==> src/rtl/i2s_serializer.sv <==
`timescale 1ns/1ps
// I2S transmitter: synchronizes the divider bit clock, counts 2*SAMPLE_W slots and shifts a buffered stereo pair out MSB first.
// One-entry sample buffer with valid/ready; an empty buffer at frame load sends silence and raises a sticky underrun.
module i2s_serializer #(
   parameter int SAMPLE_W    = 16,
   parameter int SYNC_STAGES = 2
) (
   input  logic                baseClk,
   input  logic                resetN,
   input  logic                dividedClk,
   input  logic [SAMPLE_W-1:0] sampleL,
   input  logic [SAMPLE_W-1:0] sampleR,
   input  logic                sampleValid,
   output logic                sampleReady,
   output logic                bclk,
   output logic                lrclk,
   output logic                sdata,
   output logic                frameStart,
   output logic                underrun,
   input  logic                underrunClr
);
   localparam int FRAME_W = 2 * SAMPLE_W;
   localparam int CNT_W   = $clog2(FRAME_W);
   localparam logic [CNT_W-1:0] LAST_SLOT  = CNT_W'(FRAME_W - 1);
   localparam logic [CNT_W-1:0] LOAD_SLOT  = CNT_W'(1);
   localparam logic [CNT_W-1:0] RIGHT_SLOT = CNT_W'(SAMPLE_W);

   logic [SYNC_STAGES-1:0] r_sync;
   logic                   r_dcD;
   logic                   r_bclk;
   logic                   r_lrclk;
   logic                   r_frameStart;
   logic                   r_underrun;
   logic                   r_bufValid;
   logic [CNT_W-1:0]       r_bitCnt;
   logic [FRAME_W-1:0]     r_shift;
   logic [SAMPLE_W-1:0]    r_bufL;
   logic [SAMPLE_W-1:0]    r_bufR;

   logic                   w_dcS;
   logic                   w_fallEdge;
   logic                   w_load;
   logic                   w_accept;
   logic [CNT_W-1:0]       w_nextCnt;

   assign w_dcS      = r_sync[SYNC_STAGES-1];
   assign w_fallEdge = r_dcD & ~w_dcS;
   assign w_nextCnt  = (r_bitCnt == LAST_SLOT) ? '0 : r_bitCnt + 1'b1;
   assign w_load     = w_fallEdge && (w_nextCnt == LOAD_SLOT);
   assign w_accept   = sampleValid && !r_bufValid;

   // bclk is a registered copy of the synchronized clock so it changes on the same edge as lrclk/sdata
   always_ff @(posedge baseClk) begin
      if (!resetN) begin
         r_sync <= '0;
         r_dcD  <= 1'b0;
         r_bclk <= 1'b0;
      end else begin
         r_sync <= {r_sync[SYNC_STAGES-2:0], dividedClk};
         r_dcD  <= w_dcS;
         r_bclk <= w_dcS;
      end
   end

   always_ff @(posedge baseClk) begin
      if (!resetN) begin
         r_bitCnt     <= LAST_SLOT;
         r_lrclk      <= 1'b0;
         r_frameStart <= 1'b0;
      end else begin
         r_frameStart <= w_fallEdge && (w_nextCnt == '0);
         if (w_fallEdge) begin
            r_bitCnt <= w_nextCnt;
            r_lrclk  <= (w_nextCnt >= RIGHT_SLOT);
         end
      end
   end

   // Loading at slot 1 rather than slot 0 gives the one-bit delay after each lrclk transition
   always_ff @(posedge baseClk) begin
      if (!resetN) begin
         r_shift <= '0;
      end else if (w_load) begin
         r_shift <= r_bufValid ? {r_bufL, r_bufR} : '0;
      end else if (w_fallEdge) begin
         r_shift <= {r_shift[FRAME_W-2:0], 1'b0};
      end
   end

   // A same-cycle accept refills the buffer for the next frame; the load only sees the old content
   always_ff @(posedge baseClk) begin
      if (!resetN) begin
         r_bufValid <= 1'b0;
         r_bufL     <= '0;
         r_bufR     <= '0;
      end else begin
         if (w_load) begin
            r_bufValid <= 1'b0;
         end
         if (w_accept) begin
            r_bufValid <= 1'b1;
            r_bufL     <= sampleL;
            r_bufR     <= sampleR;
         end
      end
   end

   always_ff @(posedge baseClk) begin
      if (!resetN) begin
         r_underrun <= 1'b0;
      end else begin
         if (underrunClr) begin
            r_underrun <= 1'b0;
         end
         if (w_load && !r_bufValid) begin
            r_underrun <= 1'b1;
         end
      end
   end

   assign sampleReady = ~r_bufValid;
   assign bclk        = r_bclk;
   assign lrclk       = r_lrclk;
   assign sdata       = r_shift[FRAME_W-1];
   assign frameStart  = r_frameStart;
   assign underrun    = r_underrun;

endmodule

==> config.mk <==
export PLATFORM = sky130hd
export DESIGN_NAME = i2s_serializer
export DESIGN_NICKNAME = d
export VERILOG_FILES = /design/src/rtl/i2s_serializer.sv
export SDC_FILE = /design/constraint.sdc
export NUM_CORES = 1
export LEC_CHECK = 0
export ABC_CLOCK_PERIOD_IN_PS = 3000
export CORE_MARGIN = 3
export CORE_UTILIZATION = 55
export DETAILED_ROUTE_END_ITERATION = 10
export MAX_ROUTING_LAYER = met4
export PLACE_DENSITY = 0.76
export RECOVER_POWER = 25
export SYNTH_ARGS = -nofsm -noshare
export SYNTH_HDL_FRONTEND = slang
export SYNTH_SLANG_ARGS = --single-unit
==> constraint.sdc <==
create_clock -name baseClk -period 3 [get_ports baseClk]
set_input_delay 0.9 -clock baseClk [delete_from_list [all_inputs] [get_ports baseClk]]
set_output_delay 0.9 -clock baseClk [all_outputs]
set_load 0.005 [all_outputs]
Yosys cells after proc, flatten, opt, wreduce, memory -nomap -nowiden
Cells that the tools add are included.
Operators by class
  reduce and logical (&&, ||, !) cells: 9
  add/subtract/negate cells: 1
  magnitude comparators: 1
  bitwise logic cells: 3
  mux-type cells: 8
  equality and inequality tests: 2
Operators by type and width (number)
  $mux 32: 3
  $reduce_bool 2->1: 3
  $add 5x1->5 const B: 1
  $eq 5x1->1 const B: 1
  $eq 5x5->1 const B: 1
  $ge 5x5->1 const B: 1
  $logic_not 5->1: 1
  $mux 5: 1
  $logic_and 1x1->1: 4
  $mux 1: 4
  $not 1->1: 2
  $and 1x1->1: 1
  $logic_not 1->1: 1
Word-level totals
  logic and storage cells: 34
  input port bits: 37
  flip-flop bits (word level): 76
  output and inout bits: 6

Logic depth before layout (Yosys ltp)
Gate-level depths: netlist (run 1).
  depth in word-level cells: 6
  mapped depth: 7

Worst setup path after synthesis (run 1)
Ideal clock, no wire load.
  path type: flip-flop to flip-flop
  start point: reg r_bitCnt[1]
  end point: reg r_shift[11]
  cell stages (with the launch flop): 8
  arrival time: 2048 ps
  period minus slack after synthesis: 2185 ps
  library setup time: 136 ps
  buffers on the path: 1
  slack: 815 ps
  cells stage by stage: dfxtp_1 -> ha_1 -> and3_1 -> ha_1 -> or4_4 -> buf_6 -> o21ai_1 -> a31oi_1
On the way
  longest elaborated chain between the ends: 5
  elaborated cells on any way between the ends: 7
Ends and longest elaborated chain
  start: declaration: RTL line 35  | logic [CNT_W-1:0] r_bitCnt;
  start signal: assignment: RTL line 73  | r_bitCnt <= w_nextCnt;
  $add 5x1->5 or $eq 5x5->1 (tied branches): RTL line 48  | assign w_nextCnt = (r_bitCnt == LAST_SLOT) ? '0 : r_bitCnt + 1'b1;
  $mux 5 (*): RTL line 48
  net w_nextCnt[4]: RTL line 44  | logic [CNT_W-1:0] w_nextCnt;
  $eq 5x1->1 (*): RTL line 49  | assign w_load = w_fallEdge && (w_nextCnt == LOAD_SLOT);
  $logic_and 1x1->1 (*): RTL line 49
  $mux 32 or $reduce_bool 2->1 (tied branches)
  end signal: assignment: RTL line 84  | r_shift <= r_bufValid ? {r_bufL, r_bufR} : '0;
  end signal: assignment: RTL line 86  | r_shift <= {r_shift[FRAME_W-2:0], 1'b0};
  end: declaration: RTL line 36  | logic [FRAME_W-1:0] r_shift;
Mark *: on every way through the listed nets, which the timed path passes. The rest lies on a longest branch.
A chain may end at the register's enable or synchronous reset.

Final worst setup path (run 1)
  start point: reg r_bitCnt[0]
  end point: reg r_shift[1]
Same word-level chain as after synthesis.

==> results of run 1 <==
[report_power, final]
part	switching [mW]	total [mW]	internal [mW]
Combinational	0.139	0.244	0.105
Sequential	0.0248	1.08	1.05
Clock	0.352	0.721	0.368
[flip-flops by register name (all words and copies together) (netlist names)]
signal      flops
r_shift        32
r_bufL         16
r_bufR         16
r_bitCnt        5
r_sync          2
bclk            1
frameStart      1
lrclk           1
r_bufValid      1
underrun        1
[per-layer routing]
layer,routed length [µm],GRT usage (%)
met1,3329,26.10
met2,3348,35.50
met3,398,7.305
met4,85,7.164
met5,0,-
[worst max-delay path: cells and delay by family (launching register included)]
kind	cells	cell delay, ps
flops	1	540
fa+ha+maj	2	640
compound gates	2	330
simple gates	2	940
[logic make-up after synthesis]
logic type,count (synthesis),synth area share [%]
AOI/OAI and AO/OA,142,26.77
adders and majority gates,2,0.7572
buffers and inverters,44,7.989
DFF,76,46.04
and+or+nand+nor,121,18.44
[cell usage after synthesis]
cell type,n
a21bo_1,1
a21boi_0,20
a21boi_1,14
a21oi_1,1
a31oi_1,33
a32oi_1,1
a41o_1,1
a41oi_2,2
and2_1,3
and3_1,2
buf_1,1
buf_2,4
buf_4,3
buf_6,10
clkbuf_1,22
clkbuf_4,2
dfxtp_1,76
ha_1,2
inv_1,2
nand2_1,71
nand2b_1,2
nand3_1,1
nand3b_1,1
nand4_1,33
nor2_1,1
nor2b_1,3
nor3_2,1
nor4_4,1
nor4b_2,1
o211a_1,1
o211ai_1,1
o21ai_0,36
o21ai_1,30
o311ai_0,1
or4_4,1
[layout make-up]
cell class	instances	area share, %
Sequential cell	76	39.71
Timing Repair Buffer	51	13.16
Multi-Input combinational cell	265	39.84
Clock buffer	15	4.605
Tap cell	72	2.351
Clock inverter	1	0.1306
Inverter	2	0.1960
[worst paths after layout]
check	startpoint	endpoint	slack, ps	cells past startpoint
worst min-delay path	r_sync[0]	r_sync[1]	430	1
worst max register to register	r_bitCnt[0]	r_shift[1]	420	6
worst max-delay path	r_bitCnt[0]	r_shift[1]	420	6
worst min register to register	r_sync[0]	r_sync[1]	430	1
[stage by stage]
step	setup slack (ps)	total power, mW
after detailed placement	429.7	1.347
final	423.6	2.041
after global routing	249.0	2.131
after CTS	424.8	2.062
after floorplan	815.3	1.262
after global placement	507.1	1.339
==> metrics.md, run 1 <==
| Metric | Value |
|---|---|
| Leak | around 1.3 nW |
| Detailed placement HPWL | approximately 4400 µm |
| Initial antenna violation count | 0 |
| Post-DRT Antenna Nets | 0 |
| Worst Path Required | ~3200 ps |
| Clk buf depth | 2 |
| Fillcell total | roughly 500 |
| Synthesized Nets | about 420 |
| Final hold violations | 0 |
| Number of global-route vias before repair | 2,723 |
| CTS tree | built |
| Post-cts hold buffer count | 0 |
| DR WL/cell | roughly 15 µm |
| Final Cycle Share | between 80% and 90% |
| Layout area overhead | 15.94% |
| Register area share after synthesis | a little under half |
| Worst path max stage delay | 750 ps |
| #FFs+latches synth | 76 |
| Final cell count without fillers | slightly below 500 |
| Peak fanout along the critical path | 31 |
| First-pass GRT wire length | about 12,000 µm |
| Starting Density | between 50% and 60% |
| Multi-input gate area | 1526 µm² |
| Htree depth | 3 |
| Synth warnings | 0 |
| Worst-path clk slew | about 70 ps |
| RSZ-0062 raised after global routing | no |
| Core box area | 5675 µm² |
| IO buf count | 42 |
| Vias/cell | 5.842 |
| Final WL | approximately 7000 µm |
| Post-cts repair resize count | 0 |
| Relative slew slack | 39.14% |
| Top Ports | between 40 and 50 |
| Die area | between 6000 and 7000 µm² |
| Final instance area | roughly 3800 µm² |
| Worst hold slack | 433.8 ps |
| Status | complete, no violations |
| P per Cell Area | around 530 nW/µm² |
| Setup Fix Bufs, Post-CTS | 0 |
| Setup violators final | 0 |
| GPL Wtd Cong | 0.8434 |
| Post-layout util | between 60% and 70% |
| Chip Height | between 80 and 90 µm |
| Fin nets | between 400 and 500 |
| Post-synth top area cell | dfxtp_1 |
| Setup TNS | 0 ps |
| Clock Tree Root | clkbuf_8 |
| Register area | 1521 µm² |
| Ratio of cells with drive above 1 in the final layout | under 10% |
| Slowest cell on crit path | or4_4 |
| Startpoint Class | flip-flop |
| Largest cells by area after synthesis | dfxtp_1 (46%), nand2_1 (8.1%), a31oi_1 (6.2%), nand4_1 (6.2%), o21ai_0 (5.5%) |
| Diodes inserted | 0 |
| VDD IR max | about 0.34 mV |
| Fin crit period | 2576 ps |
| Area post-placement | roughly 3700 µm² |
| Detailed-route via count | approximately 2,800 |
| Crit end category | flip-flop |
| Yosys top cell area share | ~46% |
| Iteration-0 DRC Markers | between 150 and 200 |
| CP Cell Sequence | ha_1, and3_1, ha_1, or4_4, o21ai_0, a31oi_1 |
| Die width | between 80 and 90 µm |
| Worst skew pair latency | 360 ps |
| Grt total ovfl | 0 |
| Pre-Repair DR Iteration Count | 4 |
| Critical Path Most Common Cell | ha_1 |
| Mean Syn Cell Area | approximately 8.6 µm² |
| Most common cell after layout, fill and taps aside | dfxtp_1 |
| F_max | around 390 MHz |
| Num CTS Buffers | 9 |
| Tightest Pin Transition | ~910 ps |
| Number of distinct library cells after synthesis | 35 |
| Syn Std Cell Area | around 3300 µm² |
| Fin. max-slew vios | 0 |
| CTS sink cnt | 76 |
| Max_cap viols | 0 |
| DP Cell Count | 466 |
| Row count | 27 |
| DRC viols | 0 |
| Clk_skew | slightly above 8 ps |
| Hold Crit Class | reg -> reg |
| Tot GR Track Use | ~22% |
| Largest net degree at the start of global routing | 50 |
| Kind of critical path | reg -> reg |
| Most frequent cells in the layout | dfxtp_1 (76), nand2_1 (71), clkdlybuf4s50_1 (40), o21ai_0 (36) |
| Crit path DAT | about 2800 ps |
| Synth Instances | 385 |
No activity file was read; power rests on OpenSTA's default activity.
==> run 2: changes to the inputs <==
Settings changed: ABC_CLOCK_PERIOD_IN_PS 3000 to 2200, CORE_ASPECT_RATIO set to 1.25, CORE_UTILIZATION 55 to 49, MAX_ROUTING_LAYER met4 to unset, PLACE_DENSITY 0.76 to 0.71.
Clock period 3 ns to 2.2 ns, I/O delays scaled along.
==> run 2 against run 1 <==
Effect of this change:
- first-iteration DRC count is 74% higher
- largest cell class unchanged
- critical path depth is 3 higher
- largest power group unchanged
- count of clock-buffer cells in the layout is 2 lower
==> metrics.md, run 2 (same netlist as run 1, synthesis figures left out) <==
| Metric | Value |
|---|---|
| GPL Wtd Cong | 0.7921 (-6.1%) |
| Detailed placement HPWL | 4387 µm (-1.2%) |
| Clk_skew | 10.65 ps (+2.346 ps) |
| F_max | 480.7 MHz (+24%) |
| Crit end category | flip-flop |
| Most flop-heavy register | r_shift |
| Worst Path Required | 2470 ps (-750 ps) |
| DR WL/cell | 14.29 µm (-3.8%) |
| Clk buf depth | 2 (unchanged) |
| Final instance area | 4011 µm² (+4.7%) |
| Post-cts hold buffer count | 0 (unchanged) |
| First-pass GRT wire length | 12,230 µm (-1.4%) |
| Register area | 1521 µm² (unchanged) |
| Die area | 7771 µm² (+11%) |
| Setup violators final | 0 (unchanged) |
| Row count | 32 (+19%) |
| Fin nets | 458 (+3.2%) |
| Startpoint Class | flip-flop |
| Htree depth | 3 (unchanged) |
| Starting Density | 51.91% (-6.3 points) |
| Hold Path Stages | 1 (unchanged) |
| Crit path DAT | 2350 ps (-450 ps) |
| P per Cell Area | 758.5 nW/µm² (+42%) |
| Fin crit period | 2080 ps (-496.1 ps) |
| Relative slew slack | 32.16% (-7.0 points) |
| Max_cap viols | 0 (unchanged) |
| CTS tree | built |
| Diodes inserted | 0 (unchanged) |
| Vias/cell | 5.629 (-3.7%) |
| Tot GR Track Use | 19.33% (-2.7 points) |
| Slack of the critical path | 119.7 ps (-303.9 ps) |
| Fin. max-slew vios | 0 (unchanged) |
| Register-to-Register Path Depth | 9 (+3) |
| Largest net degree at the start of global routing | 36 (-28%) |
| Largest register FFs | 32 (unchanged) |
| Core box area | 6366 µm² (+12%) |
| Final WL | 7275 µm (+1.6%) |
| Post-DRT Antenna Nets | 0 (unchanged) |
| Ratio of cells with drive above 1 in the final layout | 9.906% (+2.8 points) |
| Clock Tree Root | clkbuf_8 |
| Multi-input gate area | 1526 µm² (unchanged) |
| Die width | 79.45 µm (-4.9%) |
| Peak fanout along the critical path | 17 (-45%) |
| DRC viols | 0 (unchanged) |
| Slowest cell on crit path | dfxtp_1 |
| Worst path max stage delay | 320 ps (-430 ps) |
| Tightest Pin Transition | 1018 ps (+104.7 ps) |
| Layout area overhead | 21.39% |
| Place WS | 34.04 ps (-395.7 ps) |
| Most common cell after layout, fill and taps aside | dfxtp_1 |
| Fillcell total | 544 (+9.5%) |
| Number of global-route vias before repair | 2,770 (+1.7%) |
| IO buf count | 42 (unchanged) |
| Detailed-route via count | 2,865 (+1.7%) |
| Kind of critical path | reg -> reg |
| Pre-Repair DR Iteration Count | 4 (unchanged) |
| CTS sink cnt | 76 (unchanged) |
| Setup TNS | 0 ps (unchanged) |
| Iteration-0 DRC Markers | 295 (+74%) |
| Initial antenna violation count | 0 (unchanged) |
| Final hold violations | 0 (unchanged) |
| CP Cell Sequence | ha_1, and3_1, ha_1, buf_4, nor4_4, buf_4, clkbuf_16, nand4_1, a31oi_1 |
| RSZ-0062 raised after global routing | no |
| Regs by FF count | r_shift x32, r_bufL x16, r_bufR x16 |
| Status | complete, no violations |
| VDD IR max | 0.4836 mV (+40%) |
| Worst skew pair latency | 350 ps (about the same) |
| Num CTS Buffers | 9 (unchanged) |
| Area post-placement | 3767 µm² (+2.7%) |
| Final Cycle Share | 94.56% (+8.7 points) |
| Top Ports | 43 (unchanged) |
| Grt total ovfl | 0 (unchanged) |
| Most frequent cells in the layout | dfxtp_1 (76), nand2_1 (71), clkdlybuf4s50_1 (41), o21ai_0 (36) |
| Hold Crit Class | reg -> reg |
| Chip Height | 97.82 µm (+17%) |
| Leak | 1.374 nW (+6.1%) |
| Worst-path clk slew | 80 ps (about the same) |
## run 2: timing repair
item	CTS	global route
buffers inserted	0	2
endpoints found under the hold margin	0	0
setup endpoints to repair	0	24
gates resized for setup	0	0
## run 2: path summary, 6_finish.rpt
check	startpoint	end	slack, ps
worst min-delay path	r_sync[0]	r_sync[1]	450
worst max register to register	r_bitCnt[0]	r_shift[29]	120
worst max-delay path	r_bitCnt[0]	r_shift[29]	120
worst min register to register	r_sync[0]	r_sync[1]	450
## run 2: report_power, final
part	switching [mW]	leakage, nW	internal, mW	total, mW
combinational	0.194	0.637	0.155	0.349
sequential	0.0305	0.620	1.43	1.46
clock	0.496	0.116	0.733	1.23
## run 2: layout make-up
class / instances / area share (%)
timing repair buffer: 65 / 15.28
clock buffer: 13 / 4.211
sequential: 76 / 37.93
inverter: 2 / 0.1871
multi-input combinational: 265 / 38.05
tap: 85 / 2.651
clock inverter: 3 / 1.684
## run 2: worst max-delay path, delay by kind of cell, from the launching register on
kind / cells / cell delay [ps]
compound gates: 1 / 200
fa+ha+maj: 2 / 400
simple gates: 3 / 580
buf+inv: 3 / 500
flops: 1 / 320
## run 2: per-layer routing
metal | vias up | GRT usage, % | part of all wire, %
met1 | 1322 | 23.35 | 45
li1 | 1465 | - | -
met5 | - | 0 | 0
met2 | 67 | 32.48 | 49
met4 | 0 | 9.524 | 2.0
met3 | 11 | 3.598 | 4.0
## run 2: per-stage QoR
stage                     power (mW)  std cells  util (%)  hold slack, ps
after floorplan                1.721        385         -           411.9
after global placement         1.845        490     59.18           422.4
after detailed placement       1.853        490     59.18           434.0
after CTS                      3.072        506     62.89           458.5
after global routing           3.168        509     63.01           472.2
final                          3.043        509     63.01           447.3
==> run 3: changes to the inputs <==
Settings changed: ABC_CLOCK_PERIOD_IN_PS 2200 to 1700, PLACE_DENSITY 0.71 to 0.75, TNS_END_PERCENT set to 5.
Clock period 2.2 ns to 1.7 ns, I/O delays scaled along.
==> run 3 against run 2 <==
Effect of this change:
- largest cell class unchanged
- sequential share of layout area is 1.6 points lower
- sequential power is 30% higher
- maximum frequency is 8.4% higher
- cell area is 4.9% higher
- non-clock buffer count is 4 higher
- via count is 3.9% higher
- sequential cell count stayed put
- register-to-register slack worse by 340 ps
- clock power is 41% higher
- highest routed layer unchanged
- the flow now finishes with violations (setup timing)
- wire length is 8.8% higher
==> metrics.md, run 3 (same netlist as run 1, synthesis figures left out) <==
| Metric | Value |
|---|---|
| Leak | 1.466 nW (+6.7%) |
| Layout area overhead | 27.38% |
| Final cell count without fillers | 515 (+1.2%) |
| Startpoint Class | flip-flop |
| Vias/cell | 5.779 (+2.7%) |
| Starting Density | 51.91% (unchanged) |
| Fillcell total | 531 (-2.4%) |
| Slack of the critical path | -218.5 ps (-338.2 ps) |
| Die area | 7771 µm² (unchanged) |
| M1 GR Usage | 25.60% (+2.2 points) |
| DR WL/cell | 15.37 µm (+7.6%) |
| Final Cycle Share | 112.9% (+18 points) |
| Detailed placement HPWL | 4357 µm (-0.68%) |
| Hold Crit Class | reg -> reg |
| Relative slew slack | 59.74% (+28 points) |
| Post-layout util | 66.12% (+3.1 points) |
| Final hold violations | 0 (unchanged) |
| CTS tree | built |
| Max_cap viols | 0 (unchanged) |
| Post-DRT Antenna Nets | 0 (unchanged) |
| Die width | 79.45 µm (unchanged) |
| P per Cell Area | 990.7 nW/µm² (+31%) |
| Worst-path clk slew | 80 ps (about the same) |
| Htree depth | 3 (unchanged) |
| Worst skew pair latency | 360 ps (about the same) |
| Pre-Repair DR Iteration Count | 7 (+3) |
| Chip Height | 97.82 µm (unchanged) |
| Grt total ovfl | 0 (unchanged) |
| DRC viols | 0 (unchanged) |
| Kind of critical path | reg -> reg |
| Final WL | 7918 µm (+8.8%) |
| Tightest Pin Transition | 603.8 ps (-413.8 ps) |
| Iteration-0 DRC Markers | 216 (-27%) |
| Fin. max-slew vios | 0 (unchanged) |
| F_max | 521.2 MHz (+8.4%) |
| Ratio of cells with drive above 1 in the final layout | 15.12% (+5.2 points) |
| Detailed-route via count | 2,976 (+3.9%) |
| RSZ-0062 raised after global routing | yes |
| Largest net degree at the start of global routing | 65 (+81%) |
| Clk_skew | 6.358 ps (-4.295 ps) |
| Crit path DAT | 2200 ps (-150 ps) |
| Largest register FFs | 32 (unchanged) |
| Fin crit period | 1919 ps (-161.8 ps) |
| Initial antenna violation count | 0 (unchanged) |
| First-pass GRT wire length | 12,560 µm (+2.7%) |
| GPL Wtd Cong | 0.7789 (-1.7%) |
| Clk buf depth | 2 (unchanged) |
| VDD IR max | 0.4135 mV (-14%) |
| Core box area | 6366 µm² (unchanged) |
| IO buf count | 42 (unchanged) |
| Fin nets | 464 (+1.3%) |
| Diodes inserted | 0 (unchanged) |
| Most flop-heavy register | r_shift |
| Top Ports | 43 (unchanged) |
| GRT busiest layer | met2 |
| Number of global-route vias before repair | 2,714 (-2.0%) |
| Setup violators final | 34 (+34) |
| Regs by FF count | r_shift x32, r_bufL x16, r_bufR x16 |
| CTS sink cnt | 76 (unchanged) |
| Crit end category | flip-flop |
| Worst hold slack | 456.9 ps (+9.573 ps) |
| Worst Path Required | 1980 ps (-490 ps) |
| Peak fanout along the critical path | 8 (-9) |
| Clock Tree Root | clkbuf_8 |
| Power Total | 4.170 mW (+37%) |
| Status | complete, but fails checks |
| Failing checks | setup timing |
| Tot GR Track Use | 19.81% (+0.48 points) |
| Met2 Use GR | 31.45% (-1.0 points) |
| Num CTS Buffers | 9 (unchanged) |
| Row count | 32 (unchanged) |
| Most common cell after layout, fill and taps aside | dfxtp_1 |
| Met3 usage | 3.690% (+0.092 points) |
| DP Cell Count | 490 (unchanged) |
| Most frequent cells in the layout | dfxtp_1 (72), nand2_1 (71), o21ai_0 (35), clkdlybuf4s50_1 (35) |
-- run 3: what timing repair did --
| action | 4_1_cts | 5_1_grt |
|---|---|---|
| setup endpoints to repair | 39 | 36 |
| pin swaps | 10 | 17 |
| hold buffers | 0 | 0 |
| cloned | 1 | 2 |
| buffers inserted | 1 | 7 |
| gates resized for setup | 14 | 18 |
-- run 3: worst paths after layout --
| kind | startpoint | to | slack [ps] | cells after the start |
|---|---|---|---|---|
| worst max-delay path | r_bitCnt[1] | r_shift[21] | -220 | 10 |
| worst min-delay path | r_bufR[14] | r_bufR[14] | 460 | 2 |
| worst max register to register | r_bitCnt[1] | r_shift[21] | -220 | 10 |
| worst min register to register | r_bufR[14] | r_bufR[14] | 460 | 2 |
-- run 3: stage by stage --
stage	setup TNS (ps)	instance area, µm²	setup slack (ps)
finish	-5891	4209	-218.5
global route	-7799	4209	-276.8
CTS	-7419	4130	-255.9
detailed placement	-9788	3840	-316.8
global placement	-7976	3840	-270.5
floorplan	-6552	3339	-210.4
-- run 3: critical path, cell delays in order, from the launching register on --
cell and delay, ps:
dfxtp_4 360, ha_4 160, and3_4 150, ha_4 240
buf_6 130, nor4_4 120, buf_4 180, buf_12 120
buf_8 120, nand4_1 80, a31oi_1 190
-- run 3: layout make-up --
type | instances | area [µm²] | share of cell area, %
tap | 85 | 106.4 | 2.527
timing repair buffer | 69 | 711.9 | 16.91
sequential | 76 | 1529 | 36.33
clock inverter | 5 | 106.4 | 2.527
clock buffer | 11 | 151.4 | 3.597
inverter | 2 | 7.507 | 0.1784
multi-input combinational | 267 | 1597 | 37.93
-- run 3: metal layers --
layer	wire length [µm]	vias to the layer above
met5	0	-
met4	184	0
met3	306	16
met2	3759	81
met1	3666	1402
li1	-	1477
-- run 3: power breakdown --
group | switching, mW | internal [mW]
Sequential | 0.0411 | 1.85
Clock | 0.684 | 1.06
Combinational | 0.279 | 0.251
Total | 1.00 | 3.17
